**src/rtl/dmem_arbiter.sv**
```systemverilog
// Two-port arbiter in front of a single-port data memory: A wins by default, B gets a
// turn after MAX_WAIT lost cycles; misaligned/illegal accesses are answered with an error.
module dmem_arbiter #(
    parameter int unsigned MAX_WAIT = 4,
    parameter int unsigned CNT_W    = 3
) (
    input  logic        clk,
    input  logic        rst_n,

    input  logic        a_req,
    input  logic        a_we,
    input  logic        a_unsigned,
    input  logic [2:0]  a_size,
    input  logic [31:0] a_addr,
    input  logic [31:0] a_wdata,
    output logic        a_gnt,
    output logic        a_rvalid,
    output logic        a_err,
    output logic [31:0] a_rdata,

    input  logic        b_req,
    input  logic        b_we,
    input  logic        b_unsigned,
    input  logic [2:0]  b_size,
    input  logic [31:0] b_addr,
    input  logic [31:0] b_wdata,
    output logic        b_gnt,
    output logic        b_rvalid,
    output logic        b_err,
    output logic [31:0] b_rdata,

    output logic        mem_write,
    output logic        mem_read,
    output logic        is_unsigned,
    output logic [2:0]  xfer_size,
    output logic [31:0] address,
    output logic [31:0] w_data,
    input  logic [31:0] r_data
);

    typedef enum logic [1:0] {
        OWN_NONE,
        OWN_A,
        OWN_B
    } owner_e;

    localparam logic [CNT_W-1:0] WAIT_LIMIT = CNT_W'(MAX_WAIT);

    logic [CNT_W-1:0] wait_cnt_q, wait_cnt_d;
    owner_e           rd_owner_q, rd_owner_d;
    logic             a_rvalid_q, a_rvalid_d;
    logic             b_rvalid_q, b_rvalid_d;
    logic             a_err_q, a_err_d;
    logic             b_err_q, b_err_d;

    logic             a_win, b_win, any_win, legal;
    logic             sel_we, sel_uns;
    logic [2:0]       sel_size;
    logic [31:0]      sel_addr, sel_wdata;

    function automatic logic is_legal(input logic [2:0] size, input logic [1:0] lo);
        case (size)
            3'd1:    is_legal = 1'b1;
            3'd2:    is_legal = ~lo[0];
            3'd4:    is_legal = (lo == 2'b00);
            default: is_legal = 1'b0;
        endcase
    endfunction

    always_comb begin
        b_win   = b_req && (!a_req || (wait_cnt_q == WAIT_LIMIT));
        a_win   = a_req && !b_win;
        any_win = a_win || b_win;

        if (b_win) begin
            sel_we    = b_we;
            sel_uns   = b_unsigned;
            sel_size  = b_size;
            sel_addr  = b_addr;
            sel_wdata = b_wdata;
        end else begin
            sel_we    = a_we;
            sel_uns   = a_unsigned;
            sel_size  = a_size;
            sel_addr  = a_addr;
            sel_wdata = a_wdata;
        end

        legal = any_win && is_legal(sel_size, sel_addr[1:0]);
    end

    assign a_gnt = a_win;
    assign b_gnt = b_win;

    // Memory side is fully zeroed unless a legal access is being issued this cycle.
    always_comb begin
        mem_write   = legal && sel_we;
        mem_read    = legal && !sel_we;
        is_unsigned = legal ? sel_uns   : 1'b0;
        xfer_size   = legal ? sel_size  : '0;
        address     = legal ? sel_addr  : '0;
        w_data      = legal ? sel_wdata : '0;
    end

    always_comb begin
        wait_cnt_d = '0;
        if (b_req && !b_win) begin
            wait_cnt_d = (wait_cnt_q == WAIT_LIMIT) ? wait_cnt_q : wait_cnt_q + 1'b1;
        end

        rd_owner_d = OWN_NONE;
        if (mem_read) begin
            rd_owner_d = b_win ? OWN_B : OWN_A;
        end

        // Every grant except a legal store produces a response next cycle.
        a_rvalid_d = a_win && !(legal && sel_we);
        b_rvalid_d = b_win && !(legal && sel_we);
        a_err_d    = a_win && !legal;
        b_err_d    = b_win && !legal;
    end

    always_ff @(posedge clk or negedge rst_n) begin
        if (!rst_n) begin
            wait_cnt_q <= '0;
            rd_owner_q <= OWN_NONE;
            a_rvalid_q <= 1'b0;
            b_rvalid_q <= 1'b0;
            a_err_q    <= 1'b0;
            b_err_q    <= 1'b0;
        end else begin
            wait_cnt_q <= wait_cnt_d;
            rd_owner_q <= rd_owner_d;
            a_rvalid_q <= a_rvalid_d;
            b_rvalid_q <= b_rvalid_d;
            a_err_q    <= a_err_d;
            b_err_q    <= b_err_d;
        end
    end

    // Read data arrives from memory in the response cycle, so it is steered, not stored.
    assign a_rvalid = a_rvalid_q;
    assign b_rvalid = b_rvalid_q;
    assign a_err    = a_err_q;
    assign b_err    = b_err_q;
    assign a_rdata  = (rd_owner_q == OWN_A) ? r_data : '0;
    assign b_rdata  = (rd_owner_q == OWN_B) ? r_data : '0;

endmodule

```
**config.mk**
```make
export PLATFORM = sky130hd
export DESIGN_NAME = dmem_arbiter
export DESIGN_NICKNAME = d
export VERILOG_FILES = /design/src/rtl/dmem_arbiter.sv
export SDC_FILE = /design/constraint.sdc
export NUM_CORES = 1
export LEC_CHECK = 0
export ABC_AREA = 1
export CORE_AREA = 2 2 121 123
export DETAILED_ROUTE_END_ITERATION = 8
export DIE_AREA = 0 0 123 125
export PLACE_DENSITY = 0.65
export SLEW_MARGIN = 10
export SYNTH_ARGS = -nofsm -noshare
export SYNTH_HDL_FRONTEND = slang
export SYNTH_SLANG_ARGS = --single-unit
```
**constraint.sdc**
```tcl
create_clock -name clk -period 2.6 [get_ports clk]
set_input_delay 0.26 -clock clk [delete_from_list [all_inputs] [get_ports clk]]
set_output_delay 0.26 -clock clk [all_outputs]
set_load 0.005 [all_outputs]
```
Yosys cells after proc, flatten, opt, wreduce, memory -nomap -nowiden --
Index checks and enable logic that the tools add are counted.
Word-level totals: flip-flop bits (word level) 9, bits of input ports 174, output and inout port bits 140
Operators by class: $add $sub $neg 1, equal/unequal tests 7, multiplexer cells 16, bitwise logic cells 1, reductions and logical operators 18
Operators with widths (number):
- $mux 32 | 6
- $mux 3 | 4
- $logic_and 1x1->1 | 10
- $eq 3x3->1 const B | 2
- $logic_not 1->1 | 5
- $mux 2 | 2
- $add 3x1->3 const B | 1
- $eq 3x1->1 const B | 1
- $eq 3x2->1 const B | 1
- $mux 1 | 3
- $pmux 1 s3 | 1
- $eq 2x1->1 const B | 1
- $eq 2x2->1 const B | 1
- $logic_not 2->1 | 1
- $logic_or 1x1->1 | 2
- $ne 2x2->1 const B | 1
- $not 1->1 | 1

Depth between registers and ports, before layout --
word-level depth 10, depth in mapped cells 15

Least setup slack after synthesis --
No wires, ideal clock.
path type flip-flop to output port, from register wait_cnt_q[0], to output address[10], arrival time 1.644 ns, required time 2.340 ns, slack 0.696 ns, cell stages (with the launch flop) 14, path buffers 1, cells stage by stage dfrtp_1 -> inv_1 -> ha_1 -> nand2_1 -> nand2_4 -> nand2_4 -> nand2_2 -> nand2_1 -> nor2_1 -> nand3_1 -> nand2_2 -> nand2_4 -> buf_6 -> a21oi_2
On the way: longest elaborated chain between the ends 8
Ends and longest elaborated chain:
- from (decl) | RTL line 49 | logic [CNT_W-1:0] wait_cnt_q, wait_cnt_d;
- from (signal assigned) | RTL line 132 | wait_cnt_q <= wait_cnt_d;
- $eq 3x3->1 * | RTL line 71 | b_win = b_req && (!a_req || (wait_cnt_q == WAIT_LIMIT));
- $logic_or 1x1->1 * | RTL line 71
- $logic_and 1x1->1 * | RTL line 71
- $mux 3 (tied with other cells) | RTL line 75 | if (b_win) begin
- $eq 3x3->1 (tied with other cells) | RTL line 62 | case (size)
- $pmux 1 s3 or $logic_or 1x1->1 (tied branches) | RTL line 62, 73
- $logic_and 1x1->1 | RTL line 89 | legal = any_win && is_legal(sel_size, sel_addr[1:0]);
- $mux 32 * | RTL line 101 | address = legal ? sel_addr : '0;
- to (decl) | RTL line 36 | output logic [31:0] address,
Mark *: on every way between the ends. The rest lies on a longest branch, timed or not.

Final worst setup path --
from register wait_cnt_q[0], to output mem_write
On the way: longest elaborated chain between the ends 8
Ends and longest elaborated chain:
- $eq 3x3->1 * | RTL line 71
- $logic_or 1x1->1 * | RTL line 71
- $logic_and 1x1->1 * | RTL line 71
- $mux 3 (tied with other cells) | RTL line 75
- $eq 3x3->1 (tied with other cells) | RTL line 62
- $pmux 1 s3 or $logic_or 1x1->1 (tied branches) | RTL line 62, 73
- $logic_and 1x1->1 | RTL line 89
- $logic_and 1x1->1 * | RTL line 97 | mem_write = legal && sel_we;
- to (decl) | RTL line 32 | output logic mem_write,
Marked as above.

==> results.toml <==
[outcome]
outcome = "finished, violations left"
violations = "setup timing"

[pwr]
p_leak_nw = 2.62
max-vdd-ir-drop_mv = 0.177
power_mw = 1.20
powerDensity_mw_per_mm2 = 217

[timing]
fmax_mhz = 378
setup_viol = 4
rsz0062_at_grt = "true"
hold_viol = 0
clock_skew_ns = 0.000523
postLayoutSetupSlackWorst_ns = -0.0478
worstMarginPinSlew_ns = 0.593
fin_hold_ws_ns = 0.326
final.min_clock_period_ns = 2.65
maxSlewViolCount = 0
maxSlewHeadroom_pct = 60.4
fin_crit_sh_pct = 102
tns_ns = -0.0849

[clock_tree]
cts_tree = "done"
cts-root-buf = "clkbuf_16"
clockBufferDepth = 2
clock-sinks = 9
cts_max_level = 1
insertion_delay_ns = 0.23
clkTransAtPathRegs_ns = 0.04
ctsHoldBuffers = 0
cts_buffers = 3

[drt]
wirelength_um = 11500
wl_per_cell_um = 12.8
ant_nets = 0
drt-vias-per-instance = 3.98
vias = 3563
drtPass1Iterations = 4
drt-initial-drc-count = 80
post-route-drc-count = 0

[die]
die_y_um = 125
start_util_pct = 14.8
die_w_um = 123
core_area_sq_mm = 0.0142
io_pins = 314
rows = 44
dieArea_sq_mm = 0.0154

[layout]
area_growth_pct = 162
num_antenna_cells = 0
drive_gt1_share_pct = 24.3
layoutNonFillerInstCount = 896
final_nets = 889
fillers = 1497

[global_route]
grt_antenna_before_repair = 0
overflow = 0
grt_max_degree = 64
grt_pass1_vias = 3438
grt_first_pass_wirelength_um = 17000
grtUsageTotal_pct = 13.8

[placed_design]
hpwl_um = 9480
gp_congestion = 0.784
pre_cts_ws_ns = -0.137
port_buffers = 313
dp_cells = 882

[worst_setup_path]
cp-end-kind = "output pin"
startpoint = "wait_cnt_q[0]$_DFFE_PN0P_"
worst_ep_required_time_ns = 2.34
worstReg2RegStart = "wait_cnt_q[0]$_DFFE_PN0P_"
crit_arrival_ns = 2.39
critPathMaxFanout = 7
crit_type = "flop to output pin"
start_kind = "flop"

[yosys]
ys_warn_count = 0
syn-num-nets = 566
postSynthCellCount = 390
synth_area_sq_mm = 0.00211
synth-seq-cells = 9
synth_area_per_cell_sq_um = 5.41
yosysSeqAreaShare_pct = 10.7
synth_cell_types = 20

[min_path]
hold_path.class = "input port to async pin"

[flow_run]
maxCapViolCount = 0
## metal layers
metal,routed length (um),vias to the layer above,part of all wire [%],GRT usage (%)
met5,0,-,0,0
met4,111,0,0.97,2.27
met3,1180,8,10,3.19
met2,6010,188,52,27.1
met1,4170,1550,36,14.7
li1,-,1817,-,-
## flip-flops by register name, indices dropped and copies added, names as in the netlist
signal and flops:
wait_cnt_q 3, b_err 1, b_rvalid 1, a_err 1, a_rvalid 1, rd_owner_q 2
## critical path, stage by stage, from the launching register on
cell             delay [ns]
dfrtp_1                0.33
inv_1                  0.05
ha_1                   0.20
nand2_2                0.08
nand2_4                0.08
nand2_4                0.11
nand2_1                0.07
nand2_2                0.08
nor2_2                 0.05
nor2_1                 0.12
nand2_1                0.08
nand2_2                0.12
buf_4                  0.15
nand3_2                0.08
inv_1                  0.06
clkdlybuf4s50_1        0.50
## cell usage after synthesis, drive strengths merged
master	number	share of area, %
xnor2	1	0.42
nand3	4	0.95
nor3b	1	0.36
nor2	76	14
ha	2	1.2
nor3	3	0.71
a21oi	64	26
nand3b	3	1.1
inv	46	8.2
buf	10	4.5
nand2	149	28
o21ai	1	0.24
clkbuf	19	3.4
dfrtp	9	11
or2	2	0.59
## cells in the final DEF (no fill, tap or decap)
cell type,synthesis,routed
a21oi_2,63,62
a21oi_4,0,2
buf_12,0,4
buf_16,0,1
buf_2,3,3
buf_4,0,26
buf_6,7,3
clkbuf_1,19,1
clkbuf_16,0,3
clkbuf_2,0,51
clkdlybuf4s15_2,0,1
clkdlybuf4s50_1,0,244
dfrtp_1,9,9
dlygate4sd2_1,0,5
dlymetal6s2s_1,0,9
ha_1,2,2
inv_1,45,44
inv_2,1,2
nand2_1,144,140
nand2_2,2,6
nand2_4,3,2
nand2_8,0,1
nand3_1,4,2
nand3_2,0,2
nand3b_1,3,3
nor2_1,76,74
nor2_2,0,2
nor3_1,3,3
nor3b_1,1,1
o21ai_0,1,1
or2_2,2,2
xnor2_1,1,1
## what timing repair did
item	CTS	global route
setup endpoints to repair	70	71
gates resized for setup	79	119
setup buffers	4	5
gates cloned	1	0
pin swaps	0	1
## metrics by stage
| step | area (sq um) | util [%] |
|---|---|---|
| after detailed placement | 5540 | 39.0 |
| after floorplan | 2110 | - |
| after CTS | 5610 | 39.5 |
| after global placement | 5540 | 39.0 |
| final | 5520 | 38.9 |
| after global routing | 5520 | 38.9 |
## logic make-up after synthesis
group / after synthesis / share of synthesized area [%]
AND/OR/NAND/NOR: 238 / 45.0
adder cells (fa/ha/maj): 2 / 1.19
flip-flops: 9 / 10.7
XOR/XNOR: 1 / 0.416
buffers and inverters: 75 / 16.0
AO/OA/AOI/OAI: 65 / 26.6
## power by group
part	switching, mW	internal, mW
clock	0.0608	0.204
sequential	0.00250	0.148
combinational	0.320	0.462
total	0.383	0.814
## path summary, 6_finish.rpt
kind | to | slack [ns] | cells past startpoint
setup reg to reg | rd_owner_q[0]$_DFF_PN0_ | 0.73 | 15
hold / removal | wait_cnt_q[1]$_DFFE_PN0P_ | 0.33 | 1
setup / recovery | mem_write | -0.05 | 15
min in group clk | wait_cnt_q[2]$_DFFE_PN0P_ | 0.57 | 2
hold reg to reg | wait_cnt_q[2]$_DFFE_PN0P_ | 0.57 | 2
max in group asynchronous | rd_owner_q[0]$_DFF_PN0_ | 1.99 | 1
## final cells by class
type,count,area [sq um],share of cell area [%]
timing repair buffer,347,3220,58.3
multi-input combinational,306,1600,28.9
tap,184,230,4.17
sequential,9,225,4.08
inverter,46,173,3.13
clock buffer,4,78.8,1.43
No activity file was read; power rests on OpenSTA's default activity.
